`src/rtl/conv_result_collector_pkg.sv`:
```
// Shared types and constants for the conv write-back result collector.
package conv_result_collector_pkg;

  // Collector phase within one 5-row pass.
  typedef enum logic [1:0] {
    ST_IDLE = 2'd0,
    ST_G01  = 2'd1,
    ST_G23  = 2'd2,
    ST_G4   = 2'd3
  } conv_state_e;

  localparam int ROWS_PER_PASS = 5;

  // Output-row offset (in rows) of each lane within the current pass.
  localparam int ROW_OFF_G01_L0 = 0;
  localparam int ROW_OFF_G01_L1 = 1;
  localparam int ROW_OFF_G23_L0 = 2;
  localparam int ROW_OFF_G23_L1 = 3;
  localparam int ROW_OFF_G4_L0  = 4;

  // Valid patterns, ordered {port0_valid, port1_valid}.
  localparam logic [1:0] PAT_NONE = 2'b00;
  localparam logic [1:0] PAT_P0   = 2'b10;
  localparam logic [1:0] PAT_BOTH = 2'b11;

  // Pattern a beat must carry to be accepted in a given phase.
  function automatic logic [1:0] expected_pattern(input conv_state_e s);
    logic [1:0] p;
    p = PAT_NONE;
    case (s)
      ST_G01:  p = PAT_BOTH;
      ST_G23:  p = PAT_BOTH;
      ST_G4:   p = PAT_P0;
      default: p = PAT_NONE;
    endcase
    return p;
  endfunction

endpackage

```
`src/rtl/conv_result_collector_requant_lane.sv`:
```
// One requantization lane: round, arithmetic shift, then ReLU/saturate.
// Two register stages; the SRAM address and valid ride along with the data.
module requant_lane #(
  parameter int DATA_WIDTH = 25,
  parameter int OUT_WIDTH  = 8,
  parameter int SHIFT      = 8,
  parameter int RELU_EN    = 1,
  parameter int ADDR_WIDTH = 12
) (
  input  logic                  clk,
  input  logic                  rst,
  input  logic                  in_valid,
  input  logic [DATA_WIDTH-1:0] in_data,
  input  logic [ADDR_WIDTH-1:0] in_addr,
  output logic                  out_valid,
  output logic [ADDR_WIDTH-1:0] out_addr,
  output logic [OUT_WIDTH-1:0]  out_data
);

  // One extra bit so the rounding add can never overflow.
  localparam int TW = DATA_WIDTH + 1;

  localparam int UMAX_I = (1 << OUT_WIDTH) - 1;
  localparam int SMAX_I = (1 << (OUT_WIDTH - 1)) - 1;
  localparam int SMIN_I = -(1 << (OUT_WIDTH - 1));

  localparam logic signed [TW-1:0] RND  = TW'(1) << (SHIFT - 1);
  localparam logic signed [TW-1:0] UMAX = TW'(UMAX_I);
  localparam logic signed [TW-1:0] SMAX = TW'(SMAX_I);
  localparam logic signed [TW-1:0] SMIN = TW'(SMIN_I);

  logic signed [TW-1:0] x_ext;
  logic signed [TW-1:0] sum;
  logic signed [TW-1:0] t_next;

  logic                  s1_valid;
  logic [ADDR_WIDTH-1:0] s1_addr;
  logic signed [TW-1:0]  s1_t;
  logic [OUT_WIDTH-1:0]  q_next;

  assign x_ext  = {in_data[DATA_WIDTH-1], in_data};
  assign sum    = x_ext + RND;
  assign t_next = sum >>> SHIFT;

  // Stage 1: capture the rounded, shifted value with its address.
  always_ff @(posedge clk) begin
    if (rst) begin
      s1_valid <= 1'b0;
      s1_addr  <= '0;
      s1_t     <= '0;
    end else begin
      s1_valid <= in_valid;
      s1_addr  <= in_addr;
      s1_t     <= t_next;
    end
  end

  // Clamp the stage-1 value into the output range.
  always_comb begin
    q_next = s1_t[OUT_WIDTH-1:0];
    if (RELU_EN != 0) begin
      if (s1_t < 0)         q_next = '0;
      else if (s1_t > UMAX) q_next = UMAX[OUT_WIDTH-1:0];
    end else begin
      if (s1_t < SMIN)      q_next = SMIN[OUT_WIDTH-1:0];
      else if (s1_t > SMAX) q_next = SMAX[OUT_WIDTH-1:0];
    end
  end

  // Stage 2: register the SRAM write port.
  always_ff @(posedge clk) begin
    if (rst) begin
      out_valid <= 1'b0;
      out_addr  <= '0;
      out_data  <= '0;
    end else begin
      out_valid <= s1_valid;
      out_addr  <= s1_addr;
      out_data  <= q_next;
    end
  end

endmodule

```
`src/rtl/conv_result_collector.sv`:
```
// Collects conv write-back results, 5 output rows per pass, requantizes each
// lane and writes them to two output-feature-map SRAM ports (row-major).
//
// Handshake: port0_valid/port1_valid qualify out_port0/out_port1 in the same
// cycle. There is no ready: a beat whose valid pattern matches the current
// phase is accepted that cycle; any other non-zero pattern is dropped and
// raises the sticky err flag.
module conv_result_collector
  import conv_result_collector_pkg::*;
#(
  parameter int DATA_WIDTH = 25,
  parameter int DEPTH      = 61,
  parameter int NUM_PASS   = 12,
  parameter int OUT_WIDTH  = 8,
  parameter int SHIFT      = 8,
  parameter int RELU_EN    = 1,
  parameter int ADDR_WIDTH = 12
) (
  input  logic                  clk,
  input  logic                  rst,
  input  logic                  start_frame,
  input  logic [DATA_WIDTH-1:0] out_port0,
  input  logic [DATA_WIDTH-1:0] out_port1,
  input  logic                  port0_valid,
  input  logic                  port1_valid,
  output logic                  wr0_en,
  output logic [ADDR_WIDTH-1:0] wr0_addr,
  output logic [OUT_WIDTH-1:0]  wr0_data,
  output logic                  wr1_en,
  output logic [ADDR_WIDTH-1:0] wr1_addr,
  output logic [OUT_WIDTH-1:0]  wr1_data,
  output logic                  busy,
  output logic                  frame_done,
  output logic                  err,
  output conv_state_e           dbg_state
);

  localparam int CW = (DEPTH > 1) ? $clog2(DEPTH) : 1;
  localparam int PW = (NUM_PASS > 1) ? $clog2(NUM_PASS) : 1;

  localparam logic [ADDR_WIDTH-1:0] ROW_STRIDE = ADDR_WIDTH'(ROWS_PER_PASS * DEPTH);
  localparam logic [ADDR_WIDTH-1:0] OFF_R0     = ADDR_WIDTH'(ROW_OFF_G01_L0 * DEPTH);
  localparam logic [ADDR_WIDTH-1:0] OFF_R1     = ADDR_WIDTH'(ROW_OFF_G01_L1 * DEPTH);
  localparam logic [ADDR_WIDTH-1:0] OFF_R2     = ADDR_WIDTH'(ROW_OFF_G23_L0 * DEPTH);
  localparam logic [ADDR_WIDTH-1:0] OFF_R3     = ADDR_WIDTH'(ROW_OFF_G23_L1 * DEPTH);
  localparam logic [ADDR_WIDTH-1:0] OFF_R4     = ADDR_WIDTH'(ROW_OFF_G4_L0 * DEPTH);
  localparam logic [ADDR_WIDTH-1:0] LAST_ADDR  = ADDR_WIDTH'(ROWS_PER_PASS * NUM_PASS * DEPTH - 1);

  conv_state_e           state;
  logic [CW-1:0]         col;
  logic [PW-1:0]         pass;
  logic [ADDR_WIDTH-1:0] row_base;
  logic                  err_q;

  logic [1:0]            pattern;
  logic [1:0]            exp_pat;
  logic                  beat_any;
  logic                  beat_ok;
  logic                  beat_bad;
  logic                  col_last;
  logic                  pass_last;
  logic                  lane0_valid;
  logic                  lane1_valid;
  logic [ADDR_WIDTH-1:0] off0;
  logic [ADDR_WIDTH-1:0] off1;
  logic [ADDR_WIDTH-1:0] col_ext;
  logic [ADDR_WIDTH-1:0] addr0;
  logic [ADDR_WIDTH-1:0] addr1;

  assign pattern   = {port0_valid, port1_valid};
  assign exp_pat   = expected_pattern(state);
  assign beat_any  = (pattern != PAT_NONE);
  // start_frame wins: a beat in the same cycle is never written.
  assign beat_ok   = beat_any && (state != ST_IDLE) && (pattern == exp_pat) && !start_frame;
  assign beat_bad  = beat_any && !beat_ok && !start_frame;
  assign col_last  = (col == CW'(DEPTH - 1));
  assign pass_last = (pass == PW'(NUM_PASS - 1));

  // Phase/column/pass sequencing and the sticky protocol error flag.
  always_ff @(posedge clk) begin
    if (rst) begin
      state    <= ST_IDLE;
      col      <= '0;
      pass     <= '0;
      row_base <= '0;
      err_q    <= 1'b0;
    end else if (start_frame) begin
      state    <= ST_G01;
      col      <= '0;
      pass     <= '0;
      row_base <= '0;
      err_q    <= 1'b0;
    end else begin
      if (beat_bad) err_q <= 1'b1;
      if (beat_ok) begin
        if (col_last) begin
          col <= '0;
          case (state)
            ST_G01: state <= ST_G23;
            ST_G23: state <= ST_G4;
            ST_G4: begin
              if (pass_last) begin
                state    <= ST_IDLE;
                pass     <= '0;
                row_base <= '0;
              end else begin
                state    <= ST_G01;
                pass     <= pass + PW'(1);
                row_base <= row_base + ROW_STRIDE;
              end
            end
            default: state <= ST_IDLE;
          endcase
        end else begin
          col <= col + CW'(1);
        end
      end
    end
  end

  // Row offset of each lane for the current phase.
  always_comb begin
    off0 = OFF_R0;
    off1 = OFF_R1;
    case (state)
      ST_G01: begin off0 = OFF_R0; off1 = OFF_R1; end
      ST_G23: begin off0 = OFF_R2; off1 = OFF_R3; end
      ST_G4:  begin off0 = OFF_R4; off1 = '0;     end
      default: begin off0 = '0; off1 = '0; end
    endcase
  end

  assign col_ext     = ADDR_WIDTH'(col);
  assign addr0       = row_base + off0 + col_ext;
  assign addr1       = row_base + off1 + col_ext;
  assign lane0_valid = beat_ok;
  assign lane1_valid = beat_ok && (state != ST_G4);

  requant_lane #(
    .DATA_WIDTH(DATA_WIDTH),
    .OUT_WIDTH (OUT_WIDTH),
    .SHIFT     (SHIFT),
    .RELU_EN   (RELU_EN),
    .ADDR_WIDTH(ADDR_WIDTH)
  ) u_lane0 (
    .clk      (clk),
    .rst      (rst),
    .in_valid (lane0_valid),
    .in_data  (out_port0),
    .in_addr  (addr0),
    .out_valid(wr0_en),
    .out_addr (wr0_addr),
    .out_data (wr0_data)
  );

  requant_lane #(
    .DATA_WIDTH(DATA_WIDTH),
    .OUT_WIDTH (OUT_WIDTH),
    .SHIFT     (SHIFT),
    .RELU_EN   (RELU_EN),
    .ADDR_WIDTH(ADDR_WIDTH)
  ) u_lane1 (
    .clk      (clk),
    .rst      (rst),
    .in_valid (lane1_valid),
    .in_data  (out_port1),
    .in_addr  (addr1),
    .out_valid(wr1_en),
    .out_addr (wr1_addr),
    .out_data (wr1_data)
  );

  // Only the final row-4 beat of the final pass lands on the last address.
  assign frame_done = wr0_en && (wr0_addr == LAST_ADDR);
  assign busy       = (state != ST_IDLE);
  assign err        = err_q;
  assign dbg_state  = state;

endmodule

```
`config.mk`:
```
export PLATFORM = sky130hd
export DESIGN_NAME = conv_result_collector
export DESIGN_NICKNAME = d
export VERILOG_FILES = /design/src/rtl/conv_result_collector_pkg.sv /design/src/rtl/conv_result_collector_requant_lane.sv /design/src/rtl/conv_result_collector.sv
export SDC_FILE = /design/constraint.sdc
export NUM_CORES = 1
export LEC_CHECK = 0
export ABC_AREA = 1
export ABC_CLOCK_PERIOD_IN_PS = 3200
export CAP_MARGIN = 20
export CORE_ASPECT_RATIO = 1.4
export CORE_MARGIN = 8
export CORE_UTILIZATION = 53
export DETAILED_ROUTE_END_ITERATION = 10
export PLACE_DENSITY_LB_ADDON = 0.2
export SETUP_SLACK_MARGIN = 0.4
export SKIP_LAST_GASP = 1
export SLEW_MARGIN = 15
export SYNTH_ARGS = -nofsm -noshare
export SYNTH_HDL_FRONTEND = slang
export SYNTH_SLANG_ARGS = --single-unit
```
`constraint.sdc`:
```
create_clock -name clk -period 3.2 [get_ports clk]
set_input_delay 0.64 -clock clk [delete_from_list [all_inputs] [get_ports clk]]
set_output_delay 0.64 -clock clk [all_outputs]
set_load 0.02 [all_outputs]
```
Word level (Yosys, flattened, before mapping) --
Cells that the tools add are included.
Storage, ports and cells: RAM bits 0, memories kept 0, bits in read-only memories 0, word-level logic and storage cells 72, bits of input ports 55, bits in latches 0, register bits after elaboration 129
Operators by class: order comparisons 4, reduce and logical (&&, ||, !) cells 20, equality and inequality tests 8, div/mod/pow operators 0, mux-type cells 13, bitwise operators 0, multiply operators 0, add/sub/neg operators 9, shift-type cells 0
Operator list (count):
- adder 25 x 9 -> 26 bit, second input constant | 2
- greater-than comparator 18 x 9 -> 1 bit, second input constant | 2
- < comparator 18 x 1 -> 1 bit, second input constant | 2
- one-hot mux 8 bit (2 select lines) | 2
- adder 12 bit | 2
- adder 12 x 6 -> 12 bit | 2
- two-way mux 8 bit | 2
- adder 12 x 9 -> 12 bit, second input constant | 1
- equality test 12 bit, second input constant | 1
- two-way mux 12 bit | 1
- nonzero test 2 bit | 4
- OR reduction 2 bit | 4
- logical AND 1 bit | 7
- adder 6 x 1 -> 6 bit, second input constant | 1
- equality test 6 bit, second input constant | 1
- two-way mux 6 bit | 1
- one-hot mux 2 bit (3 select lines) | 1
- adder 4 x 1 -> 4 bit, second input constant | 1
- equality test 2 bit, second input constant | 2
- equality test 4 bit, second input constant | 1
- two-way mux 1 bit | 4
- two-way mux 4 bit | 1
- one-hot mux 2 bit (2 select lines) | 1
- AND reduction 2 bit | 2
- other kinds (5) | 6

Longest topological paths before layout --
depth in word-level cells 9, gate-level depth with buffers 15, depth with buffers taken out 15

Hierarchy --
A second synthesis with hierarchy kept.
Second synthesis, totals: cell total of the unflattened synthesis 831, area total of the unflattened synthesis 6301.0 µm²
By module, submodules not included:
- requant_lane | times used 2, sequential area each 1041.0 µm², area an instance 1856.8 µm², cells each 234
- conv_result_collector | times used 1, sequential area each 500.5 µm², area an instance 2587.5 µm², cells each 363

Least setup slack after synthesis --
OpenSTA, ideal clock, no wires.
path kind register -> register, from register state[1], in the netlist dbg_state[1], to register u_lane1.s1_addr[11], data arrival time 2703 ps, library setup time 113 ps, setup slack 384 ps, clock period less this slack 2816 ps, cell stages (with the launch flop) 15, required time 3087 ps, buffers on the path 0, cell sequence dfxtp_1 -> inv_1 -> ha_1 -> inv_2 -> fa_1 -> inv_1 -> fa_1 -> nand2_1 -> nand2_1 -> o21ai_0 -> o21ai_0 -> nand2_1 -> nand2_1 -> nand2_1 -> nor2_1
On the way: cells in the longest elaborated chain, start to end 4
RTL lines:
- from (decl) | line conv_result_collector.sv:49 | conv_state_e state;
- from (signal assigned) | line conv_result_collector.sv:82 | state <= ST_IDLE;
- from (signal assigned) | line conv_result_collector.sv:88 | state <= ST_G01;
- from (signal assigned) | line conv_result_collector.sv:99 | ST_G01: state <= ST_G23;
- equality test 2 bit / equality test 2 x 1 -> 1 bit (equally long branches) | line conv_result_collector.sv:125 | case (state)
- one-hot mux 8 bit (2 select lines) * | line conv_result_collector.sv:125
- adder 12 bit * | line conv_result_collector.sv:135 | assign addr1 = row_base + off1 + col_ext;
- adder 12 x 6 -> 12 bit * | line conv_result_collector.sv:135
- to (signal assigned) | line conv_result_collector_requant_lane.sv:53 | s1_addr <= in_addr;
- to (decl) | line conv_result_collector_requant_lane.sv:37 | logic [ADDR_WIDTH-1:0] s1_addr;
Every way passes the cells marked *; elsewhere a longest branch is shown, timed or not. A chain may end at the register's enable or synchronous reset.

Worst setup path in the final report --
Ends and elaborated chain as after synthesis.

==> results.py <==
metrics = {
    "cells_and_area": {
        "diodes": 0,
        "layout.nets": 997,
        "register_area_um2": 2590,
        "fin_util_pct": 68.4,
        "drive_above_1_share_pct": 6.25,
        "fin_cells": 1056,
        "multi_input_area_um2": 2830,
        "area_delta_synth_final_pct": 27.7,
        "num-fill-cells": 903,
    },
    "synthesis": {
        "synthTopCellsByCount": "inv_1 (146), nand2_1 (134), dfxtp_1 (129)",
        "synth_top_flop_cell": "dfxtp_1",
        "yosysMostFrequentCell": "inv_1",
        "ys_seq_area_share_pct": 43.0,
        "syn_nets": 901,
        "synth-edff-count": 0,
        "synth_top_area_share_pct": 43.0,
        "synthTopCellsByArea": "dfxtp_1 (43%), inv_1 (9.1%), nand2_1 (8.4%)",
        "syn_area_um2": 6010,
        "synthArstFlopShare_pct": 0,
        "synth_top_cell_by_area": "dfxtp_1",
        "yosysWarnings": 0,
        "synth-seq-cells": 129,
        "synth_cell_types": 33,
        "syn_avg_cell_area_um2": 7.48,
        "synthCells": 803,
    },
    "clocking": {
        "clk_pin_slew_worst_paths_ns": 0.06,
        "clock_sinks": 129,
        "clock_path_buffers": 2,
        "cts_tree": "yes",
        "cts_setup_buffers": 0,
        "clk_latency_ns": 0.41,
        "clockRootBuffer": "clkbuf_16",
        "ctsHtreeMaxLevel": 4,
        "cts_buffers": 17,
        "holdBufCountCts": 0,
    },
    "job": {
        "cap_violations": 0,
    },
    "place": {
        "dp_cells": 1024,
        "portBuffers": 87,
        "gp_congestion": 0.922,
        "place_ws_ns": 0.211,
        "dp_hpwl_um": 10800,
    },
    "route": {
        "drt_iter0_drc": 315,
        "wirelength_um": 14500,
        "viasPerCell": 5.12,
        "drt-pass1-iter-count": 7,
        "drc": 0,
        "ant_nets": 0,
        "via_count": 5410,
        "avgRoutedWirePerCell_um": 13.8,
    },
    "critical_path": {
        "cp-start-kind": "flip-flop",
        "path_class": "flip-flop to flip-flop",
        "cp_data_required_time_ns": 3.49,
        "endpoint_kind": "flip-flop",
        "critPathMaxFanout": 7,
        "critPathArrivalTime_ns": 2.96,
    },
    "sta": {
        "rsz0062_at_grt": "false",
        "slew_violations": 0,
        "finalSetupViolations": 0,
        "finalSetupTns_ns": 0,
        "clock.fmax_mhz": 375,
        "max_slew_margin_pct": 33.3,
        "hold_violations": 0,
        "skew_ns": 0.0109,
        "fin_ws_ns": 0.533,
        "layout_min_cycle_time_ns": 2.67,
        "worst_pin_slew_ns": 0.999,
        "timing.final.crit_share_pct": 83.3,
    },
    "die": {
        "die_w_um": 106,
        "fp-row-count": 46,
        "coreArea_um2": 11200,
        "die_area_um2": 15100,
        "ios": 102,
        "die_y_um": 142,
        "start_util_pct": 53.5,
    },
    "power_and_ir_drop": {
        "p_per_area_nw_per_um2": 524,
        "worst_ir_drop_vdd_v": 0.000382,
        "p_leak_nw": 3.41,
    },
    "grt": {
        "grtUsageTotal_pct": 19.7,
        "overflow": 0,
        "grt_pass1_wl_um": 24100,
        "grt_pass1_vias": 5319,
        "grt_max_degree": 39,
        "antenna_found_initial": 0,
    },
    "worst_hold_path": {
        "min_path_type": "flip-flop to flip-flop",
    },
    "outcome": {
        "outcome": "finished clean",
    },
}
-- layout make-up --
class	count	share of cell area [%]
Tap cell	144	2.35
Inverter	149	7.38
Clock buffer	20	5.95
Timing Repair Buffer	88	11.4
Multi-Input combinational cell	514	36.9
Clock inverter	12	2.35
Sequential cell	129	33.7
-- power breakdown --
| group | internal, mW | switching (mW) | total, mW | leakage, nW |
|---|---|---|---|---|
| combinational | 0.126 | 0.170 | 0.296 | 2.04 |
| clock | 1.35 | 0.703 | 2.05 | 0.307 |
| sequential | 1.66 | 0.0148 | 1.67 | 1.06 |
-- critical path: stages (launching register included) --
cell	delay [ns]
dfxtp_4	0.39
inv_1	0.10
ha_4	0.31
inv_2	0.08
fa_1	0.49
inv_1	0.07
fa_1	0.44
nand2_1	0.11
nand2_1	0.07
o21ai_2	0.09
o21ai_1	0.13
nand2_1	0.10
nand2_1	0.05
nand2_1	0.05
nor2_1	0.06
-- state kept, by name, summed over array words and instances, names as in the netlist --
signal             flops
col                    6
dbg_state              2
err                    1
pass                   4
row_base              12
u_lane0.out_addr      12
u_lane0.out_data       8
u_lane0.out_valid      1
u_lane0.s1_addr       12
u_lane0.s1_t          18
u_lane0.s1_valid       1
u_lane1.out_addr      12
u_lane1.out_data       8
u_lane1.out_valid      1
u_lane1.s1_addr       12
u_lane1.s1_t          18
u_lane1.s1_valid       1
-- per-layer routing --
layer	share of wire (%)	up-vias	global-route usage (%)
li1	-	2725	-
met1	38	2471	19.8
met2	53	180	36.6
met3	6.2	34	5.39
met4	2.6	0	8.85
met5	0	-	0
-- per-stage QoR --
step                hold slack [ns]  power [mW]  area (µm²)
floorplan                     0.388        1.85        6010
detailed placement            0.392        2.00        7010
CTS                           0.399        4.04        7650
global route                  0.409        4.16        7680
finish                        0.395        4.02        7680
global placement              0.389        1.99        7010
-- final timing paths --
| check | end | slack, ns | startpoint | cells past startpoint |
|---|---|---|---|---|
| setup / recovery | u_lane1.s1_addr[11]$_SDFF_PP0_ | 0.53 | dbg_state[1]$_SDFFE_PP0N_ | 14 |
| hold / removal | u_lane1.out_addr[2]$_SDFF_PP0_ | 0.39 | u_lane1.s1_addr[2]$_SDFF_PP0_ | 2 |
| setup reg to reg | u_lane1.s1_addr[11]$_SDFF_PP0_ | 0.53 | dbg_state[1]$_SDFFE_PP0N_ | 14 |
| hold reg to reg | u_lane1.out_addr[2]$_SDFF_PP0_ | 0.39 | u_lane1.s1_addr[2]$_SDFF_PP0_ | 2 |
-- cells in the final DEF, fill, tap and decap left out, drive strengths merged, types with 6 or more instances in the layout --
| cell type | n |
|---|---|
| nand3 | 46 |
| a211oi | 6 |
| inv | 150 |
| clkdlybuf4s50 | 85 |
| a21oi | 57 |
| o21ai | 56 |
| nand2 | 137 |
| fa | 13 |
| nor3 | 21 |
| ha | 30 |
| nand4 | 7 |
| dfxtp | 129 |
| clkbuf | 20 |
| nor2 | 124 |
-- cells by family (layout without fill, tap and decap cells) --
logic type | Yosys count | in the layout | synth area share (%)
xor gates and xnor gates | 4 | 4 | 0.583
AOI/OAI and AO/OA | 126 | 126 | 11.0
buffers and inverters | 160 | 269 | 10.4
DFF | 129 | 129 | 43.0
adders and majority gates | 43 | 43 | 10.6
and+or+nand+nor | 341 | 341 | 24.5
-- repair_timing --
| item | 4_1_cts | 5_1_grt |
|---|---|---|
| pin swaps | 2 | 0 |
| endpoints found under the setup margin | 5 | 12 |
| gates resized for setup | 6 | 8 |
Power figures use the tool's default switching activity.
